===== src/rtl/spi_pkg.sv =====
// Shared types and constant helpers for the SPI register slave.
package spi_pkg;

  typedef enum logic [1:0] {
    IDLE,
    CMD,
    DATA
  } state_t;

  // Read/write flag sits in the MSB of the command word.
  function automatic int unsigned cmd_rw_bit(int unsigned data_w);
    return data_w - 1;
  endfunction

  // Leading SCLK edge is rising when the idle level is low.
  function automatic bit lead_is_rise(int cpol);
    return (cpol == 0);
  endfunction

  // Sampling happens on the leading edge for CPHA=0, trailing for CPHA=1,
  // so the sample edge is rising exactly when CPOL and CPHA agree.
  function automatic bit sample_on_rise(int cpol, int cpha);
    return lead_is_rise(cpol) == (cpha == 0);
  endfunction

endpackage


===== src/rtl/spi_sync_edge.sv =====
// Two-flop synchroniser followed by an edge register producing registered
// rise/fall strobes; level is taken from the edge stage so data sampled with
// it lines up with the strobes of sibling instances.
module spi_sync_edge #(
  parameter bit EDGES = 1'b1
) (
  input  logic clk,
  input  logic rst,
  input  logic din,
  output logic level,
  output logic rise,
  output logic fall
);

  logic [2:0] pipe;

  assign level = pipe[2];

  // Synchronise the pin and register single-cycle edge strobes.
  always_ff @(posedge clk) begin
    if (rst) begin
      pipe <= '0;
      rise <= 1'b0;
      fall <= 1'b0;
    end else begin
      pipe <= {pipe[1:0], din};
      rise <= EDGES & pipe[1] & ~pipe[2];
      fall <= EDGES & ~pipe[1] & pipe[2];
    end
  end

endmodule


===== src/rtl/spi_reg_slave.sv =====
// SPI slave giving register-level access: a command word (R/W flag plus
// start address) followed by auto-incrementing data words.
module spi_reg_slave
  import spi_pkg::*;
#(
  parameter int  DATA_W   = 8,
  parameter int  NUM_REGS = 16,
  parameter int  CPOL     = 0,
  parameter int  CPHA     = 0,
  localparam int ADDR_W   = $clog2(NUM_REGS)
) (
  input  logic              clk,
  input  logic              rst,
  input  logic              SCLK,
  input  logic              SSEL,
  input  logic              MOSI,
  output logic              MISO,
  output logic              wr_en,
  output logic [ADDR_W-1:0] wr_addr,
  output logic [DATA_W-1:0] wr_data,
  output logic [ADDR_W-1:0] rd_addr,
  input  logic [DATA_W-1:0] rd_data,
  output logic              busy,
  output logic [7:0]        word_cnt
);

  localparam bit                 SAMPLE_RISE = sample_on_rise(CPOL, CPHA);
  localparam int unsigned        RW_BIT      = cmd_rw_bit(DATA_W);
  localparam int                 CNT_W       = $clog2(DATA_W);
  localparam logic [CNT_W-1:0]   LAST_BIT    = CNT_W'(DATA_W - 1);
  localparam logic [ADDR_W-1:0]  LAST_ADDR   = ADDR_W'(NUM_REGS - 1);

  logic sclk_rise, sclk_fall, sclk_level_unused;
  logic ssel_rise, ssel_fall, ssel_level_unused;
  logic mosi_s, mosi_rise_unused, mosi_fall_unused;

  state_t              state, state_next;
  logic [CNT_W-1:0]    bit_cnt;
  logic [DATA_W-1:0]   rx_shift, rx_word;
  logic [DATA_W-1:0]   tx_shift, tx_next;
  logic [ADDR_W-1:0]   addr, addr_inc;
  logic                is_read;
  logic                load_pending;
  logic                in_frame;
  logic                sample_edge, shift_edge;
  logic                word_done;

  spi_sync_edge #(.EDGES(1'b1)) u_sclk_sync (
    .clk   (clk),
    .rst   (rst),
    .din   (SCLK),
    .level (sclk_level_unused),
    .rise  (sclk_rise),
    .fall  (sclk_fall)
  );

  spi_sync_edge #(.EDGES(1'b1)) u_ssel_sync (
    .clk   (clk),
    .rst   (rst),
    .din   (SSEL),
    .level (ssel_level_unused),
    .rise  (ssel_rise),
    .fall  (ssel_fall)
  );

  spi_sync_edge #(.EDGES(1'b0)) u_mosi_sync (
    .clk   (clk),
    .rst   (rst),
    .din   (MOSI),
    .level (mosi_s),
    .rise  (mosi_rise_unused),
    .fall  (mosi_fall_unused)
  );

  assign sample_edge = SAMPLE_RISE ? sclk_rise : sclk_fall;
  assign shift_edge  = SAMPLE_RISE ? sclk_fall : sclk_rise;
  assign in_frame    = (state != IDLE);
  assign busy        = in_frame;
  assign rx_word     = {rx_shift[DATA_W-2:0], mosi_s};
  assign addr_inc    = (addr == LAST_ADDR) ? '0 : addr + 1'b1;
  assign word_done   = in_frame && !ssel_rise && sample_edge && (bit_cnt == LAST_BIT);

  // State register.
  always_ff @(posedge clk) begin
    if (rst) begin
      state <= IDLE;
    end else begin
      state <= state_next;
    end
  end

  // Next-state decode; SSEL release wins over any other transition.
  always_comb begin
    state_next = state;
    unique case (state)
      IDLE:    if (ssel_fall) state_next = CMD;
      CMD:     if (word_done) state_next = DATA;
      DATA:    state_next = DATA;
      default: state_next = IDLE;
    endcase
    if (ssel_rise) state_next = IDLE;
  end

  // Transmit shifter next value: cleared when idle, reloaded from the
  // register file on the first shift edge after a read word boundary.
  always_comb begin
    tx_next = tx_shift;
    if (state == IDLE) begin
      tx_next = '0;
    end else if (shift_edge) begin
      tx_next = load_pending ? rd_data : {tx_shift[DATA_W-2:0], 1'b0};
    end
  end

  // Receive/transmit shifting, address sequencing and register-file strobes.
  always_ff @(posedge clk) begin
    if (rst) begin
      MISO         <= 1'b0;
      wr_en        <= 1'b0;
      wr_addr      <= '0;
      wr_data      <= '0;
      rd_addr      <= '0;
      word_cnt     <= '0;
      bit_cnt      <= '0;
      rx_shift     <= '0;
      tx_shift     <= '0;
      addr         <= '0;
      is_read      <= 1'b0;
      load_pending <= 1'b0;
    end else begin
      wr_en    <= 1'b0;
      tx_shift <= tx_next;
      MISO     <= (state_next == IDLE) ? 1'b0 : tx_next[DATA_W-1];
      if (state == IDLE) begin
        if (ssel_fall) begin
          bit_cnt      <= '0;
          rx_shift     <= '0;
          word_cnt     <= '0;
          is_read      <= 1'b0;
          load_pending <= 1'b0;
        end
      end else if (!ssel_rise) begin
        if (sample_edge) begin
          rx_shift <= rx_word;
          bit_cnt  <= (bit_cnt == LAST_BIT) ? '0 : bit_cnt + 1'b1;
        end
        if (word_done) begin
          if (word_cnt != 8'hFF) word_cnt <= word_cnt + 8'd1;
          if (state == CMD) begin
            addr    <= rx_word[ADDR_W-1:0];
            is_read <= rx_word[RW_BIT];
            if (rx_word[RW_BIT]) begin
              rd_addr      <= rx_word[ADDR_W-1:0];
              load_pending <= 1'b1;
            end
          end else if (is_read) begin
            rd_addr      <= addr;
            load_pending <= 1'b1;
          end else begin
            wr_en   <= 1'b1;
            wr_addr <= addr;
            wr_data <= rx_word;
            addr    <= addr_inc;
          end
        end
        if (shift_edge && load_pending) begin
          load_pending <= 1'b0;
          addr         <= addr_inc;
        end
      end
    end
  end

endmodule


===== config.mk =====
export PLATFORM = sky130hd
export DESIGN_NAME = spi_reg_slave
export DESIGN_NICKNAME = d
export VERILOG_FILES = /design/src/rtl/spi_pkg.sv /design/src/rtl/spi_sync_edge.sv /design/src/rtl/spi_reg_slave.sv
export SDC_FILE = /design/constraint.sdc
export NUM_CORES = 1
export LEC_CHECK = 0
export CAP_MARGIN = 10
export CORE_AREA = 3 3 65 98
export DETAILED_ROUTE_END_ITERATION = 7
export DIE_AREA = 0 0 68 101
export PLACE_DENSITY = 0.77
export REMOVE_ABC_BUFFERS = 1
export SLEW_MARGIN = 20
export SYNTH_ARGS = -nofsm -noshare
export SYNTH_HDL_FRONTEND = slang
export SYNTH_SLANG_ARGS = --single-unit

===== constraint.sdc =====
create_clock -name clk -period 1.5 [get_ports clk]
set_input_delay 0.45 -clock clk [delete_from_list [all_inputs] [get_ports clk]]
set_output_delay 0.45 -clock clk [all_outputs]
set_load 0.1 [all_outputs]

==> results by group, run 1 <==
STA
  • Hold Vio Cnt, Final: 0
  • Setup TNS: -6050 ps
  • Setup violations, final: 34
  • Unrepaired setup endpoints after global routing: true
  • Minimum clock period: between 1500 and 2000 ps
  • Worst-margin pin slew: ~430 ps
  • Rel. slew slack: a little under three quarters
  • Setup ws final: -335 ps
  • Max Fclk: ~550 MHz
  • Fin crit share: 122%
  • Final Max Tran Viols: 0
  • Max Clock Skew: 10.6 ps

Setup path
  • Worst-path maximum fanout: 5
  • Worst endpoint required time: around 1700 ps
  • Worst setup EP type: flop
  • Critical Path AT: approximately 2100 ps
  • Setup crit start kind: flop
  • Setup Crit Path Kind: flop to flop

Die
  • Die W: 68 µm
  • Core area: about 5700 µm²
  • Starting density of the core: about 47%
  • Die Height: roughly 100 µm
  • Total die area: ~6900 µm²
  • Row cnt: 34
  • IO Count: 40

Route
  • Wl on met1: roughly 3300 µm
  • Met2 wire length: about 4800 µm
  • DRC: 0
  • Detail-routed net length per standard cell: approximately 20 µm
  • Top Layer Used: met4
  • Initial DRC count: around 210
  • Final wirelength: approximately 9000 µm
  • Vias per Instance: between 5 and 6
  • WL met3: 477 µm
  • Post-route ant nets: 0
  • Pre-antenna DRT Iters: 5
  • Vias: approximately 2,700

Clock network
  • TritonCTS Sinks: 65
  • Root Buffer: clkbuf_8
  • Worst skew pair latency: between 300 and 400 ps
  • CTS clk-pin slew, worst paths: approximately 70 ps
  • TritonCTS buffer count: 9
  • Hold_buf cts: 0
  • CTS tree: done
  • CTS HTree Levels: 3
  • Max Buffers Root-to-Sink: 2

Global routing
  • Total track usage: about 23%
  • Largest net degree at the start of global routing: 18
  • Vias in the first global route: around 2,400
  • Global-route wire length before repair: roughly 12,000 µm
  • Initial antenna violation count: 0
  • Grt ovf: 0

Final layout
  • Area added between synthesis and finish: 67.9%
  • Final cell count without fillers: 453
  • Finished Cell Area: 4480 µm²
  • Final core utilization: between 70% and 80%
  • # fillers: between 300 and 400
  • Final #Nets: ~390
  • Layout cells sized above 1: between 40% and 50%
  • Number of diodes: 0

Power and ir drop
  • PD cells: 763 nW/µm²
  • Max VDD drop: a little over 0.7 mV
  • Leak: 1.73 nW

Place
  • HPWL Detailed: approximately 4600 µm
  • Cell Area, Placed: about 3700 µm²
  • Placed insts: roughly 420
  • Placer congestion estimate: slightly below 0.8
  • Port bufs: 39

Outcome
  • Failing checks: setup timing
  • Outcome: finished with violations

Logic synthesis
  • Number of synthesized flops with an enable pin: 0
  • Synth Flop Type: dfxtp_1
  • Seq cells post-synth: 65
  • Mapped Cells: 278
  • Yosys cell types: between 40 and 50
  • Post-synth top cells: dfxtp_1, nand2_1, a21oi_1
  • Top cells by area, synth: dfxtp_1, mux2i_1, a21oi_1
  • Synth Cell Area: 2670 µm²
  • Top cell type's share of synthesized area: about half
  • Post-synthesis sequential area ratio: 48.8%
  • Synth async-reset ratio: 0%
  • Syn avg cell area: roughly 9.6 µm²
  • Ys Warns: 0
  • Top-count cell post-synth: dfxtp_1
  • Leading area contributor after synthesis: dfxtp_1

Hold path
  • Worst min path class: flop to flop

Run
  • Max-cap viol count: 0
-- cells in the final DEF, fill, tap and decap left out, types with 9 or more instances in the layout --
master	synthesis	layout
clkdlybuf4s50_1	0	11
a21oi_1	28	13
buf_12	0	29
mux2i_1	15	15
nor2b_1	15	15
a22o_1	9	9
dfxtp_1	65	54
buf_4	4	51
a21oi_2	0	15
nand2_1	34	12
nor2_1	14	11
clkbuf_8	0	11
nand2_2	0	16
-- worst max-delay path: stages, from the launching register on --
cell,delay (ps)
dfxtp_4,370
ha_4,140
ha_4,150
buf_6,100
nand3b_1,130
buf_4,190
nor2_4,90
buf_6,130
a21oi_1,90
a311oi_1,340
-- final cells by class --
type | count | area [µm²] | share of cell area, %
Multi-Input combinational cell | 196 | 1620 | 36.2
Sequential cell | 65 | 1330 | 29.7
Timing Repair Buffer | 102 | 1220 | 27.2
Clock buffer | 11 | 151 | 3.38
Tap cell | 72 | 90.1 | 2.01
Clock inverter | 5 | 53.8 | 1.20
Inverter | 2 | 12.5 | 0.280
-- cell families after synthesis --
group / synth area share (%)
compound gates: 17.6
xor+xnor: 0.329
fa+ha+maj: 1.88
buf+inv: 3.38
flops: 48.8
mux: 6.19
simple gates: 21.8
-- per-layer routing --
| metal | vias up | global-route usage (%) |
|---|---|---|
| li1 | 1215 | - |
| met1 | 1297 | 23.3 |
| met2 | 140 | 40.9 |
| met3 | 39 | 6.58 |
| met4 | 0 | 9.49 |
| met5 | - | 0 |
-- flip-flops by register name (all words and copies together) (netlist names), 4 cells and up --
signal    flops
wr_addr       4
rd_addr       4
tx_shift      8
addr          4
rx_shift      7
word_cnt      8
wr_data       8
-- through the flow --
stage	total power [mW]	setup WS (ps)	hold slack, ps
2_1_floorplan	1.82	-628	383
3_3_place_gp	1.90	-281	390
3_5_place_dp	1.90	-334	396
4_1_cts	3.40	-185	406
5_1_grt	3.51	-402	436
6_report	3.41	-335	405
-- final timing paths --
kind / startpoint / end / slack, ps / cells past startpoint
worst max-delay path: bit_cnt[1]$_SDFFE_PP0P_ / rd_addr[0]$_SDFFE_PP0P_ / -330 / 9
worst min-delay path: u_sclk_sync.pipe[1]$_SDFF_PP0_ / u_sclk_sync.fall$_SDFF_PP0_ / 400 / 1
worst max register to register: bit_cnt[1]$_SDFFE_PP0P_ / rd_addr[0]$_SDFFE_PP0P_ / -330 / 9
worst min register to register: u_sclk_sync.pipe[1]$_SDFF_PP0_ / u_sclk_sync.fall$_SDFF_PP0_ / 400 / 1
-- repair_timing --
action,4_1_cts,5_1_grt
gates resized for setup,43,76
pin swaps,24,16
cloned,2,1
endpoints found under the setup margin,34,54
buffers inserted,8,11
-- where the power goes --
part / switching [mW] / internal (mW) / total (mW)
Combinational: 0.0704 / 0.0683 / 0.139
Sequential: 0.00722 / 1.73 / 1.73
Clock: 0.688 / 0.852 / 1.54
Total: 0.766 / 2.65 / 3.41
No activity file was read; power rests on OpenSTA's default activity.
==> inputs of run 2 (changes only) <==
--- a/config.mk
+++ b/config.mk
@@ -5,13 +5,13 @@
 export SDC_FILE = /design/constraint.sdc
 export NUM_CORES = 1
 export LEC_CHECK = 0
+export ABC_AREA = 1
 export CAP_MARGIN = 10
-export CORE_AREA = 3 3 65 98
+export CORE_AREA = 3 3 67 100
 export DETAILED_ROUTE_END_ITERATION = 7
-export DIE_AREA = 0 0 68 101
+export DIE_AREA = 0 0 70 103
 export PLACE_DENSITY = 0.77
 export REMOVE_ABC_BUFFERS = 1
-export SLEW_MARGIN = 20
 export SYNTH_ARGS = -nofsm -noshare
 export SYNTH_HDL_FRONTEND = slang
 export SYNTH_SLANG_ARGS = --single-unit
==> run 2 against run 1 <==
- the flow now finishes without violations
- synthesized cell count is 36% higher
- global-route usage is 4.2 points lower
- via count stayed put
- clock power hardly changed
- combinational power is 85% higher
- maximum frequency is 23% higher
- register-to-register slack better by 370 ps
- die area is 5.0% higher
- critical path depth is 6 lower
- critical path type is now flop to output port
- critical endpoint is now busy
- largest cell class unchanged
- largest power group unchanged
==> results by group, run 2 <==
STA
  • Rel. slew slack: about four fifths
  • Unrepaired setup endpoints after global routing: true
  • Final Max Tran Viols: 0
  • Fin crit share: 99.8%
  • Hold Worst Slack: approximately 400 ps
  • Hold Vio Cnt, Final: 0
  • Max Fclk: around 670 MHz
  • Setup ws final: between 3 and 4 ps
  • Max Clock Skew: approximately 6.5 ps
  • Minimum clock period: around 1500 ps
  • Worst-margin pin slew: about 280 ps
  • Setup violations, final: 0

Setup path
  • Setup crit start kind: flop
  • Crit path launch: state[0]$_SDFF_PP0_
  • Worst endpoint required time: about 1100 ps
  • FF-to-FF End: word_cnt[0]$_SDFFE_PP0P_
  • Setup Crit Path Kind: flop to output port
  • RR Startpoint: state[1]$_SDFF_PP0_
  • Critical Path AT: approximately 1100 ps
  • Worst R2R Path Depth: 9
  • R2R Setup Slk: about 40 ps
  • Worst-path maximum fanout: 4
  • Worst setup EP type: output port

Die
  • Die W: 70 µm
  • Row cnt: 34
  • Starting density of the core: 48.2%
  • Core area: just under 6000 µm²
  • Die Height: ~100 µm
  • IO Count: 40
  • Total die area: about 7200 µm²

Power and ir drop
  • PD cells: between 800 and 900 nW/µm²
  • Leak: 1.68 nW
  • Max VDD drop: around 1.0 mV

Global routing
  • Global-route wire length before repair: between 10,000 and 15,000 µm
  • Grt ovf: 0
  • Vias in the first global route: ~2,400
  • Largest net degree at the start of global routing: 20
  • Total track usage: roughly 18%
  • Initial antenna violation count: 0

Hold path
  • Hold path start: u_mosi_sync.pipe[1]$_SDFF_PP0_
  • Worst min path class: flop to flop
  • Hold Path End: u_mosi_sync.pipe[2]$_SDFF_PP0_
  • Worst Hold Depth: 2

Outcome
  • Outcome: finished, final reports clean

Logic synthesis
  • Top cells by area, synth: dfxtp_1, nand2_1, nor2_1
  • Synth Cell Area: approximately 2800 µm²
  • Syn avg cell area: roughly 7.5 µm²
  • Yosys cell types: 32
  • Ys Warns: 0
  • Mapped Cells: roughly 380
  • Synth Flop Type: dfxtp_1
  • Number of synthesized flops with an enable pin: 0
  • Top cell type's share of synthesized area: a little under half
  • Seq cells post-synth: 65
  • Top-count cell post-synth: nand2_1
  • Leading area contributor after synthesis: dfxtp_1
  • Synth async-reset ratio: 0%
  • Post-synthesis sequential area ratio: 46.0%
  • Post-synth top cells: nand2_1, nor2_1, dfxtp_1

Final layout
  • Layout cells sized above 1: 25.1%
  • Final #Nets: 469
  • # fillers: 443
  • Number of diodes: 0
  • Top flop regs: tx_shift (8), word_cnt (8), wr_data (8)
  • Finished Cell Area: between 4000 and 5000 µm²
  • Area occupied by multi-input gates: about 1400 µm²
  • Final core utilization: a little over two thirds
  • Area added between synthesis and finish: 46.3%
  • FF+latch area: 1310 µm²
  • Commonest non-fill, non-tap cell in the layout: nor2_1
  • Commonest non-fill, non-tap cells in the layout: nor2_1, nand2_1, dfxtp_1

Route
  • DRC: 0
  • Vias per Instance: about 5
  • Initial DRC count: approximately 150
  • Final wirelength: around 7000 µm
  • Post-route ant nets: 0
  • Pre-antenna DRT Iters: 5
  • Detail-routed net length per standard cell: 13.3 µm
  • Vias: 2,691

Place
  • Placer congestion estimate: between 0.8 and 0.9
  • Port bufs: 39
  • HPWL Detailed: about 4600 µm
  • Pre-CTS setup slack: -221 ps
  • Cell Area, Placed: 3710 µm²

Clock network
  • Hold_buf cts: 0
  • Max Buffers Root-to-Sink: 2
  • Root Buffer: clkbuf_8
  • TritonCTS Sinks: 65
  • CTS clk-pin slew, worst paths: 60 ps
  • Worst skew pair latency: around 340 ps
  • CTS tree: done
  • TritonCTS buffer count: 9
  • CTS HTree Levels: 3

Run
  • Max-cap viol count: 0
[run 2: changes by cell type in the layout (fill, tap and decap cells not counted), sizes merged, moves of 15 or more]
cell   change
nor2      +62
inv       +42
nand2     +42
o21ai     +41
buf       -28
a21oi     -19
mux2i     -15
nor2b     -15
[run 2: how the worst max path moves through the flow]
stage	end	slack [ps]	cells past startpoint
after CTS	busy	-10	3
after global placement	bit_cnt[0]$_SDFFE_PP0P_	-200	5
after floorplan	word_cnt[0]$_SDFFE_PP0P_	-560	8
after global routing	busy	-40	3
after detailed placement	bit_cnt[0]$_SDFFE_PP0P_	-220	5
final	busy	3	3
[run 2: critical path: stages, from the launching register on]
cell and delay, ps:
dfxtp_4 400, inv_4 60, nand2_8 80, buf_12 170
[run 2: timing repair]
action | CTS | global route
cloned | 1 | 0
gates resized for setup | 12 | 29
buffers inserted | 7 | 4
pin swaps | 3 | 12
setup endpoints to repair | 17 | 26
[run 2: through the flow]
stage | setup TNS, ps | total power [mW] | cells
2_1_floorplan | -4420 | 1.90 | 367
3_3_place_gp | -6550 | 2.01 | 503
3_5_place_dp | -6530 | 2.01 | 503
4_1_cts | -10.6 | 3.56 | 524
5_1_grt | -192 | 3.66 | 527
6_report | 0 | 3.55 | 527
[run 2: kinds of logic (layout without fill, tap and decap cells)]
kind of cell               Yosys count  count (layout)  share of synthesized area [%]
and+or+nand+nor                    181             182                           28.8
AOI/OAI and AO/OA                   70              70                           14.2
DFF                                 65              65                           46.0
buffers and inverters               55             131                           8.32
adders and majority gates            4               4                           1.77
xor gates and xnor gates             3               3                          0.929
[run 2: final cells by class]
type	count	area share, %
clock buffer	10	3.09
clock inverter	4	1.69
inverter	44	4.23
multi-input combinational	259	33.8
sequential	65	31.8
tap	72	2.18
timing repair buffer	73	23.2
[run 2: report_power, final]
| part | switching (mW) | internal [mW] | leakage (nW) |
|---|---|---|---|
| clock | 0.628 | 0.912 | 0.102 |
| sequential | 0.0111 | 1.74 | 0.529 |
| combinational | 0.143 | 0.114 | 1.05 |
[run 2: per-layer routing]
metal	part of all wire, %	up-vias	GRT usage, %
met5	0	-	0
met4	3.3	0	9.44
met3	4.2	23	4.49
met2	54	81	35.0
met1	38	1229	18.4
li1	-	1358	-
==> inputs of run 3 (changes only) <==
--- a/config.mk
+++ b/config.mk
@@ -6,6 +6,7 @@
 export NUM_CORES = 1
 export LEC_CHECK = 0
 export ABC_AREA = 1
+export ABC_CLOCK_PERIOD_IN_PS = 1500
 export CAP_MARGIN = 10
 export CORE_AREA = 3 3 67 100
 export DETAILED_ROUTE_END_ITERATION = 7
==> results of run 3 <==
Final layout, timing and power as in run 2 (identical DEF).
